===== config.mk =====
export PLATFORM = sky130hd
export DESIGN_NAME = csi2_pkt_handler_flat
export DESIGN_NICKNAME = d
export VERILOG_FILES = /design/src/rtl/csi2_pkt_handler_if.sv /design/src/rtl/csi2_pkt_handler.sv /design/src/flat_wrapper.sv
export SDC_FILE = /design/constraint.sdc
export NUM_CORES = 1
export LEC_CHECK = 0
export CORE_ASPECT_RATIO = 0.5
export CORE_UTILIZATION = 40
export DETAILED_ROUTE_END_ITERATION = 12
export GPL_ROUTABILITY_DRIVEN = 0
export GPL_TIMING_DRIVEN = 0
export PLACE_DENSITY = 0.75
export SLEW_MARGIN = 20
export SYNTH_ARGS = -nofsm -noshare
export SYNTH_HDL_FRONTEND = slang
export SYNTH_SLANG_ARGS = --single-unit

===== constraint.sdc =====
create_clock -name clk_i -period 2.4 [get_ports clk_i]
set_input_delay 0.6 -clock clk_i [delete_from_list [all_inputs] [get_ports clk_i]]
set_output_delay 0.6 -clock clk_i [all_outputs]
set_load 0.02 [all_outputs]

===== src/rtl/csi2_pkt_handler_if.sv =====
// Word-level bus between the CSI-2 header ECC decoder, the packet handler and the
// payload stream consumer.
interface csi2_pkt_handler_if #(
  parameter int VC_W = 2
) ();
  logic            valid_i;
  logic [31:0]     data_i;
  logic            error_i;
  logic            error_corrected_i;
  logic            pkt_done_i;
  logic [31:0]     tdata_o;
  logic [3:0]      tkeep_o;
  logic            tvalid_o;
  logic            tlast_o;
  logic            tuser_o;
  logic [VC_W-1:0] vc_o;
  logic [5:0]      dt_o;
  logic            frame_start_o;
  logic            frame_end_o;
  logic            hdr_err_o;
  logic            trunc_err_o;

  modport slave (
    input  valid_i, data_i, error_i, error_corrected_i, pkt_done_i,
    output tdata_o, tkeep_o, tvalid_o, tlast_o, tuser_o, vc_o, dt_o,
           frame_start_o, frame_end_o, hdr_err_o, trunc_err_o
  );

  modport master (
    output valid_i, data_i, error_i, error_corrected_i, pkt_done_i,
    input  tdata_o, tkeep_o, tvalid_o, tlast_o, tuser_o, vc_o, dt_o,
           frame_start_o, frame_end_o, hdr_err_o, trunc_err_o
  );
endinterface


===== src/rtl/csi2_pkt_handler.sv =====
// CSI-2 packet handler: parses ECC-checked headers, strips header/CRC and streams long-packet payload.
// Define CSI2_PKT_STATS_EN to add the packet/ECC statistics counters and stats_clr_i.
//
// state     | meaning
// S_IDLE    | waiting for a header (or for pkt_done after a short packet)
// S_PAYLOAD | streaming long-packet payload words
// S_CRC     | payload complete, discarding CRC footer until pkt_done
// S_DROP    | header uncorrectable, discarding packet until pkt_done
module csi2_pkt_handler #(
  parameter int         VC_W         = 2,
  parameter int         WC_W         = 16,
  parameter logic [5:0] SHORT_DT_MAX = 6'h0F
) (
  input  logic                  clk_i,
  input  logic                  rst_n_i,
  csi2_pkt_handler_if.slave     bus
`ifdef CSI2_PKT_STATS_EN
  ,
  input  logic                  stats_clr_i,
  output logic [15:0]           long_pkt_cnt_o,
  output logic [15:0]           short_pkt_cnt_o,
  output logic [15:0]           ecc_corr_cnt_o,
  output logic [15:0]           ecc_err_cnt_o
`endif
);

  typedef enum logic [1:0] {S_IDLE, S_PAYLOAD, S_CRC, S_DROP} state_t;

  state_t          r_state;
  logic [WC_W-1:0] r_remaining;
  logic            r_sof_pending;
  logic            r_wait_done;
  logic [31:0]     r_tdata;
  logic [3:0]      r_tkeep;
  logic            r_tvalid;
  logic            r_tlast;
  logic            r_tuser;
  logic [VC_W-1:0] r_vc;
  logic [5:0]      r_dt;
  logic            r_frame_start;
  logic            r_frame_end;
  logic            r_hdr_err;
  logic            r_trunc_err;

  logic [5:0]      w_dt;
  logic [VC_W-1:0] w_vc;
  logic [WC_W-1:0] w_wc;
  logic            w_hdr_take;
  logic            w_hdr_drop;
  logic            w_is_short;
  logic [3:0]      w_last_keep;

  assign w_dt       = bus.data_i[5:0];
  assign w_vc       = bus.data_i[6 +: VC_W];
  assign w_wc       = bus.data_i[8 +: WC_W];
  // r_wait_done masks trailing words of a short packet while remaining in S_IDLE
  assign w_hdr_take = bus.valid_i && !bus.pkt_done_i && (r_state == S_IDLE) && !r_wait_done;
  assign w_hdr_drop = bus.error_i && !bus.error_corrected_i;
  assign w_is_short = (w_dt <= SHORT_DT_MAX);

  always_comb begin
    w_last_keep = 4'hF;
    case (r_remaining)
      WC_W'(1): w_last_keep = 4'h1;
      WC_W'(2): w_last_keep = 4'h3;
      WC_W'(3): w_last_keep = 4'h7;
      default:  w_last_keep = 4'hF;
    endcase
  end

  always_ff @(posedge clk_i or negedge rst_n_i) begin
    if (!rst_n_i) begin
      r_state       <= S_IDLE;
      r_remaining   <= '0;
      r_sof_pending <= 1'b0;
      r_wait_done   <= 1'b0;
      r_tdata       <= '0;
      r_tkeep       <= '0;
      r_tvalid      <= 1'b0;
      r_tlast       <= 1'b0;
      r_tuser       <= 1'b0;
      r_vc          <= '0;
      r_dt          <= '0;
      r_frame_start <= 1'b0;
      r_frame_end   <= 1'b0;
      r_hdr_err     <= 1'b0;
      r_trunc_err   <= 1'b0;
    end else begin
      r_tvalid      <= 1'b0;
      r_tkeep       <= '0;
      r_tlast       <= 1'b0;
      r_tuser       <= 1'b0;
      r_frame_start <= 1'b0;
      r_frame_end   <= 1'b0;
      r_hdr_err     <= 1'b0;
      r_trunc_err   <= 1'b0;
      if (bus.pkt_done_i) begin
        if (r_state == S_PAYLOAD && r_remaining != '0)
          r_trunc_err <= 1'b1;
        r_state     <= S_IDLE;
        r_wait_done <= 1'b0;
      end else if (w_hdr_take) begin
        if (w_hdr_drop) begin
          r_hdr_err <= 1'b1;
          r_state   <= S_DROP;
        end else begin
          r_vc <= w_vc;
          r_dt <= w_dt;
          if (w_is_short) begin
            r_wait_done <= 1'b1;
            if (w_dt == 6'h00) begin
              r_frame_start <= 1'b1;
              r_sof_pending <= 1'b1;
            end
            if (w_dt == 6'h01)
              r_frame_end <= 1'b1;
          end else begin
            r_remaining <= w_wc;
            r_state     <= (w_wc == '0) ? S_CRC : S_PAYLOAD;
          end
        end
      end else if (bus.valid_i && r_state == S_PAYLOAD) begin
        r_tvalid      <= 1'b1;
        r_tdata       <= bus.data_i;
        r_tuser       <= r_sof_pending;
        r_sof_pending <= 1'b0;
        if (r_remaining > WC_W'(4)) begin
          r_tkeep     <= 4'hF;
          r_remaining <= r_remaining - WC_W'(4);
        end else begin
          r_tkeep     <= w_last_keep;
          r_tlast     <= 1'b1;
          r_remaining <= '0;
          r_state     <= S_CRC;
        end
      end
    end
  end

  assign bus.tdata_o       = r_tdata;
  assign bus.tkeep_o       = r_tkeep;
  assign bus.tvalid_o      = r_tvalid;
  assign bus.tlast_o       = r_tlast;
  assign bus.tuser_o       = r_tuser;
  assign bus.vc_o          = r_vc;
  assign bus.dt_o          = r_dt;
  assign bus.frame_start_o = r_frame_start;
  assign bus.frame_end_o   = r_frame_end;
  assign bus.hdr_err_o     = r_hdr_err;
  assign bus.trunc_err_o   = r_trunc_err;

`ifdef CSI2_PKT_STATS_EN
  // index: 0 long, 1 short, 2 corrected, 3 dropped
  logic [3:0][15:0] r_cnt;
  logic [3:0]       w_inc;

  assign w_inc[0] = w_hdr_take && !w_hdr_drop && !w_is_short;
  assign w_inc[1] = w_hdr_take && !w_hdr_drop &&  w_is_short;
  assign w_inc[2] = w_hdr_take && bus.error_i && bus.error_corrected_i;
  assign w_inc[3] = w_hdr_take && w_hdr_drop;

  always_ff @(posedge clk_i or negedge rst_n_i) begin
    if (!rst_n_i) begin
      r_cnt <= '0;
    end else if (stats_clr_i) begin
      r_cnt <= '0;
    end else begin
      for (int i = 0; i < 4; i++)
        if (w_inc[i] && r_cnt[i] != 16'hFFFF)
          r_cnt[i] <= r_cnt[i] + 16'd1;
    end
  end

  assign long_pkt_cnt_o  = r_cnt[0];
  assign short_pkt_cnt_o = r_cnt[1];
  assign ecc_corr_cnt_o  = r_cnt[2];
  assign ecc_err_cnt_o   = r_cnt[3];
`endif

endmodule

===== src/flat_wrapper.sv =====
// flat-port wrapper written by rule: the top's interface ports become plain ports
module csi2_pkt_handler_flat 
#(
  parameter int         VC_W         = 2,
  parameter int         WC_W         = 16,
  parameter logic [5:0] SHORT_DT_MAX = 6'h0F
)
  (clk_i, rst_n_i, bus_valid_i, bus_data_i, bus_error_i, bus_error_corrected_i, bus_pkt_done_i, bus_tdata_o, bus_tkeep_o, bus_tvalid_o, bus_tlast_o, bus_tuser_o, bus_vc_o, bus_dt_o, bus_frame_start_o, bus_frame_end_o, bus_hdr_err_o, bus_trunc_err_o);
  csi2_pkt_handler_if #(.VC_W(VC_W)) bus_i ();
  input  logic clk_i;
  input  logic rst_n_i;
  input wire logic [$bits(bus_i.valid_i)-1:0] bus_valid_i;
  input wire logic [$bits(bus_i.data_i)-1:0] bus_data_i;
  input wire logic [$bits(bus_i.error_i)-1:0] bus_error_i;
  input wire logic [$bits(bus_i.error_corrected_i)-1:0] bus_error_corrected_i;
  input wire logic [$bits(bus_i.pkt_done_i)-1:0] bus_pkt_done_i;
  output wire logic [$bits(bus_i.tdata_o)-1:0] bus_tdata_o;
  output wire logic [$bits(bus_i.tkeep_o)-1:0] bus_tkeep_o;
  output wire logic [$bits(bus_i.tvalid_o)-1:0] bus_tvalid_o;
  output wire logic [$bits(bus_i.tlast_o)-1:0] bus_tlast_o;
  output wire logic [$bits(bus_i.tuser_o)-1:0] bus_tuser_o;
  output wire logic [$bits(bus_i.vc_o)-1:0] bus_vc_o;
  output wire logic [$bits(bus_i.dt_o)-1:0] bus_dt_o;
  output wire logic [$bits(bus_i.frame_start_o)-1:0] bus_frame_start_o;
  output wire logic [$bits(bus_i.frame_end_o)-1:0] bus_frame_end_o;
  output wire logic [$bits(bus_i.hdr_err_o)-1:0] bus_hdr_err_o;
  output wire logic [$bits(bus_i.trunc_err_o)-1:0] bus_trunc_err_o;
  assign bus_i.valid_i = bus_valid_i;
  assign bus_i.data_i = bus_data_i;
  assign bus_i.error_i = bus_error_i;
  assign bus_i.error_corrected_i = bus_error_corrected_i;
  assign bus_i.pkt_done_i = bus_pkt_done_i;
  assign bus_tdata_o = bus_i.tdata_o;
  assign bus_tkeep_o = bus_i.tkeep_o;
  assign bus_tvalid_o = bus_i.tvalid_o;
  assign bus_tlast_o = bus_i.tlast_o;
  assign bus_tuser_o = bus_i.tuser_o;
  assign bus_vc_o = bus_i.vc_o;
  assign bus_dt_o = bus_i.dt_o;
  assign bus_frame_start_o = bus_i.frame_start_o;
  assign bus_frame_end_o = bus_i.frame_end_o;
  assign bus_hdr_err_o = bus_i.hdr_err_o;
  assign bus_trunc_err_o = bus_i.trunc_err_o;
  csi2_pkt_handler #(.VC_W(VC_W), .WC_W(WC_W), .SHORT_DT_MAX(SHORT_DT_MAX)) u_core (.clk_i(clk_i), .rst_n_i(rst_n_i), .bus(bus_i));
endmodule

==> flow_summary.rst <==
.. list-table::
   :header-rows: 1

   * - Metric
     - Value
   * - Result of the run
     - finished, final reports clean
   * - Crit path required time
     - 2.60 ns
   * - Largest clock skew in the final design
     - 0.006317 ns
   * - Floorplan Core Area
     - 7432 sq um
   * - Yosys Warn Count
     - 0
   * - Slew at the pin with the worst max-slew slack
     - 0.5999 ns
   * - Share of the yosys chip area belonging to registers
     - 56.43%
   * - CP cell instances
     - clkdlybuf4s50_1 > nor2b_4 > nand2_1 > inv_1 > a41oi_4 > nor2_4 > buf_2 > a22oi_1 > o221ai_1
   * - Maximum number of buffers from clock root to sink
     - 2
   * - Post-DP Area
     - 4123 sq um
   * - Number of buffer and inverter instances along the worst setup path
     - 3
   * - Global-route usage over all layers
     - 21.34%
   * - Worst r2r path cells
     - 5
   * - Leading cell types in the layout, fill and taps excluded
     - 136 x sky130_fd_sc_hd__nand2_1, 87 x sky130_fd_sc_hd__clkdlybuf4s50_1, 70 x sky130_fd_sc_hd__dfrtp_1
   * - Die Span X
     - 126.6 microns
   * - Proportion of layout cells with a drive suffix above 1
     - 7.589%
   * - CTS clk-pin slew, worst paths
     - 0.05 ns
   * - Detailed placer's ending HPWL
     - 5.624 mm
   * - Static leakage
     - 2.036 nW
   * - Antenna violations before repair
     - 0
   * - Seq pwr share
     - 37.9%
   * - Number of top-level pins
     - 89
   * - DRT Pass-1 Iters
     - 5
   * - Critical setup path kind
     - primary input to flop
   * - Wire length of the first global-routing pass
     - 13.21 mm
   * - Part of the total power dissipated in combinational logic
     - 31.8%
   * - Number of max-cap violations
     - 0
   * - Setup crit start kind
     - primary input
   * - Startpoint of the lowest-slack register-to-register path
     - u_core.r_remaining[11]$_DFFE_PN0P_
   * - Power, Total
     - 0.004647 W
   * - Iteration-0 DRC count of the detailed router
     - 247
   * - Critical path capture point type
     - flop
   * - Drt total wl
     - 7.784 mm
   * - Number of buffers inserted during clock tree synthesis
     - 9
   * - Power per cell area
     - 1042 nW/um^2
   * - Switching fraction of total power
     - 32.16%
   * - Clock sink count
     - 70
   * - Clock share of power
     - 30.3%
   * - Final instance area
     - 4459 sq um
   * - Clock latency of the later-clocked register in the worst-skew pair
     - 0.33 ns
   * - Top cell family by delay on the critical path
     - buffers and inverters
   * - Wire per inst
     - 14.31 microns
   * - Final routed DRC violation total
     - 0
   * - Total number of nets in the final design
     - 483
   * - Diode insertion count for antenna repair
     - 0
   * - Share of flip-flops with an asynchronous set or reset
     - 100.0%
   * - Worst-case headroom to the max-slew limit
     - 59.64%
   * - End of the critical path
     - u_core.r_remaining[12]$_DFFE_PN0P_
   * - Vias after detailed routing
     - 2814
   * - Delay of the slowest critical-path stage
     - 0.62 ns
   * - Number of global-route vias before repair
     - 2740
   * - Peak supply drop
     - 0.0004067 V
   * - Routed Antenna Nets
     - 0
   * - DR vias/cell
     - 5.173
   * - Cell Int Power
     - 0.003153 W
   * - Synth cell types
     - 47
   * - Capture instance of the worst register-to-register path
     - u_core.r_remaining[3]$_DFFE_PN0P_
   * - WP data arrival
     - 2.45 ns
   * - Die area
     - 8138 sq um
   * - Commonest non-fill, non-tap cell in the layout
     - sky130_fd_sc_hd__nand2_1
   * - Count of pins over their slew limit
     - 0
   * - Final non-filler cell total
     - 544
   * - Number of setup violations in the final report
     - 0
   * - Predominant post-synthesis flop cell
     - sky130_fd_sc_hd__dfrtp_1
   * - Largest fanout on the critical path
     - 10
   * - Standard-cell row count
     - 22
   * - Cells after Synth
     - 342
   * - Post-Synthesis Net Count
     - 382
   * - Number of flops mapped to enable cells by yosys
     - 0
   * - Cell at the slowest stage of the critical path
     - sky130_fd_sc_hd__clkdlybuf4s50_1
   * - Worst R2R Setup Slack
     - 0.29 ns
   * - Period utilisation layout
     - 94.02%
   * - Average footprint of a synthesized cell
     - 9.077 sq um
   * - Class of the most critical hold timing path
     - primary input to asynchronous set/reset pin
   * - CTS Root Cell
     - sky130_fd_sc_hd__clkbuf_16
   * - Highest clock rate
     - 0.4432 GHz
   * - Net switching power
     - 0.001495 W
   * - Final Critical Period
     - 2.256 ns
   * - Worst setup startpoint
     - bus_pkt_done_i
   * - Total number of H-tree levels
     - 3
   * - Number of buffers added on ports
     - 88
   * - P&R area growth vs syn
     - 43.65%
   * - Logic depth of the worst path, buffers included
     - 9
   * - Synth Cell Area
     - 3104 sq um
   * - TritonCTS clock tree
     - done
   * - Final Hold Vio Count
     - 0
   * - Die Ht
     - 64.29 microns
   * - Number of synthesized register bits
     - 70
   * - Starting density of the core
     - 41.77%
   * - Setup repair after global routing missed its margin
     - false
   * - Gr ovfl total
     - 0
   * - Largest net degree at the start of global routing
     - 40
   * - # placed instances
     - 527
cell families (layout without fill, tap and decap cells):
| family | after synthesis | after routing | synth area share [%] |
|---|---|---|---|
| compound gates | 52 | 52 | 12.86 |
| simple gates | 193 | 193 | 26.52 |
| buf+inv | 24 | 130 | 3.104 |
| flops | 70 | 70 | 56.43 |
| xor+xnor | 1 | 1 | 0.2822 |
| fa+ha+maj | 2 | 2 | 0.8060 |
power groups by stage:
stage | clock, W | sequential (W) | combinational [W]
floorplan | 0 | 0.00205 | 0.000456
global placement | 0 | 0.00177 | 0.00145
detailed placement | 0 | 0.00177 | 0.00148
CTS | 0.00144 | 0.00176 | 0.00148
global route | 0.00149 | 0.00181 | 0.00162
finish | 0.00141 | 0.00176 | 0.00148
layout make-up:
class,count,area (sq um)
plain buffers,14,61.31
inverters,10,37.54
fillers,651,2973
repair buffers,90,905.9
flip-flops and latches,70,1752
clock buffers,12,246.5
multi-input cells,248,1266
clock inverters,4,70.07
well taps,96,120.1
Yosys cell counts (3+ instances only):
| cell | count | share of area [%] |
|---|---|---|
| sky130_fd_sc_hd__o21ai_0 | 9 | 1.5 |
| sky130_fd_sc_hd__nand3_1 | 3 | 0.48 |
| sky130_fd_sc_hd__a22oi_1 | 3 | 0.73 |
| sky130_fd_sc_hd__o211ai_1 | 3 | 0.73 |
| sky130_fd_sc_hd__nand2_1 | 136 | 16 |
| sky130_fd_sc_hd__dfrtp_1 | 70 | 56 |
| sky130_fd_sc_hd__a21oi_1 | 8 | 1.3 |
| sky130_fd_sc_hd__o31ai_1 | 4 | 0.97 |
| sky130_fd_sc_hd__clkbuf_1 | 8 | 0.97 |
| sky130_fd_sc_hd__nor4_1 | 7 | 1.4 |
| sky130_fd_sc_hd__o311ai_0 | 5 | 1.4 |
| sky130_fd_sc_hd__and3_1 | 4 | 0.81 |
| sky130_fd_sc_hd__inv_1 | 10 | 1.2 |
| sky130_fd_sc_hd__nor3_1 | 5 | 0.81 |
| sky130_fd_sc_hd__or2_2 | 3 | 0.60 |
| sky130_fd_sc_hd__nor2_1 | 20 | 2.4 |
| sky130_fd_sc_hd__buf_1 | 3 | 0.36 |
state kept, by name, summed over array words and instances, names as in the netlist:
name / cells
u_core.r_wait_done: 1
u_core.bus.tuser_o: 1
u_core.bus.frame_end_o: 1
u_core.bus.frame_start_o: 1
u_core.bus.trunc_err_o: 1
u_core.bus.tkeep_o: 4
u_core.r_state: 2
u_core.bus.vc_o: 2
u_core.bus.hdr_err_o: 1
u_core.bus.tdata_o: 32
u_core.bus.dt_o: 6
u_core.r_remaining: 16
u_core.bus.tlast_o: 1
u_core.r_sof_pending: 1
routing by layer:
| metal | global-route usage [%] | up-vias | wire (microns) |
|---|---|---|---|
| met5 | 0 | - | 0 |
| met4 | 9.789 | 0 | 166 |
| met3 | 5.444 | 21 | 360 |
| met2 | 33.22 | 69 | 3572 |
| met1 | 28.19 | 1357 | 3684 |
| li1 | - | 1367 | - |
how the worst min path moves through the flow:
| stage | startpoint | to | slack [ns] | cells after the start |
|---|---|---|---|---|
| 4_1_cts | rst_n_i | u_core.r_remaining[6]$_DFFE_PN0P_ | 0.21 | 1 |
| 6_report | rst_n_i | u_core.bus.tdata_o[17]$_DFFE_PN0P_ | 0.20 | 1 |
| 3_3_place_gp | u_core.bus.tdata_o[29]$_DFFE_PN0P_ | u_core.bus.tdata_o[29]$_DFFE_PN0P_ | 0.46 | 2 |
| 5_1_grt | rst_n_i | u_core.bus.tdata_o[15]$_DFFE_PN0P_ | 0.23 | 1 |
| 3_5_place_dp | u_core.bus.tdata_o[20]$_DFFE_PN0P_ | u_core.bus.tdata_o[20]$_DFFE_PN0P_ | 0.46 | 2 |
| 2_1_floorplan | rst_n_i | u_core.bus.dt_o[0]$_DFFE_PN0P_ | 0.30 | 0 |
per-stage QoR:
| stage | util, % | setup WS [ns] | hold WS, ns | TNS [ns] |
|---|---|---|---|---|
| after floorplan | - | 0.4834 | 0.3044 | 0 |
| after global placement | 55.24 | -1.669 | 0.4572 | -122.51 |
| after detailed placement | 55.47 | -0.2813 | 0.4623 | -8.279 |
| after CTS | 59.73 | 0.06118 | 0.2097 | 0 |
| after global routing | 60.00 | 0.0005258 | 0.2300 | 0 |
| final | 60.00 | 0.1436 | 0.2030 | 0 |
repair_timing:
item / in CTS / in global routing
resized for setup: 0 / 5
buffers inserted: 0 / 1
hold buffers: 0 / 0
setup endpoints to repair: 0 / 25
worst register-to-register path: cells and delay by family, from the launching register on:
kind | cells | cell delay, ns
AOI/OAI and AO/OA | 3 | 0.91
and+or+nand+nor | 2 | 0.66
DFF | 1 | 0.42
Note: power is estimated with default switching activity, not from simulation.
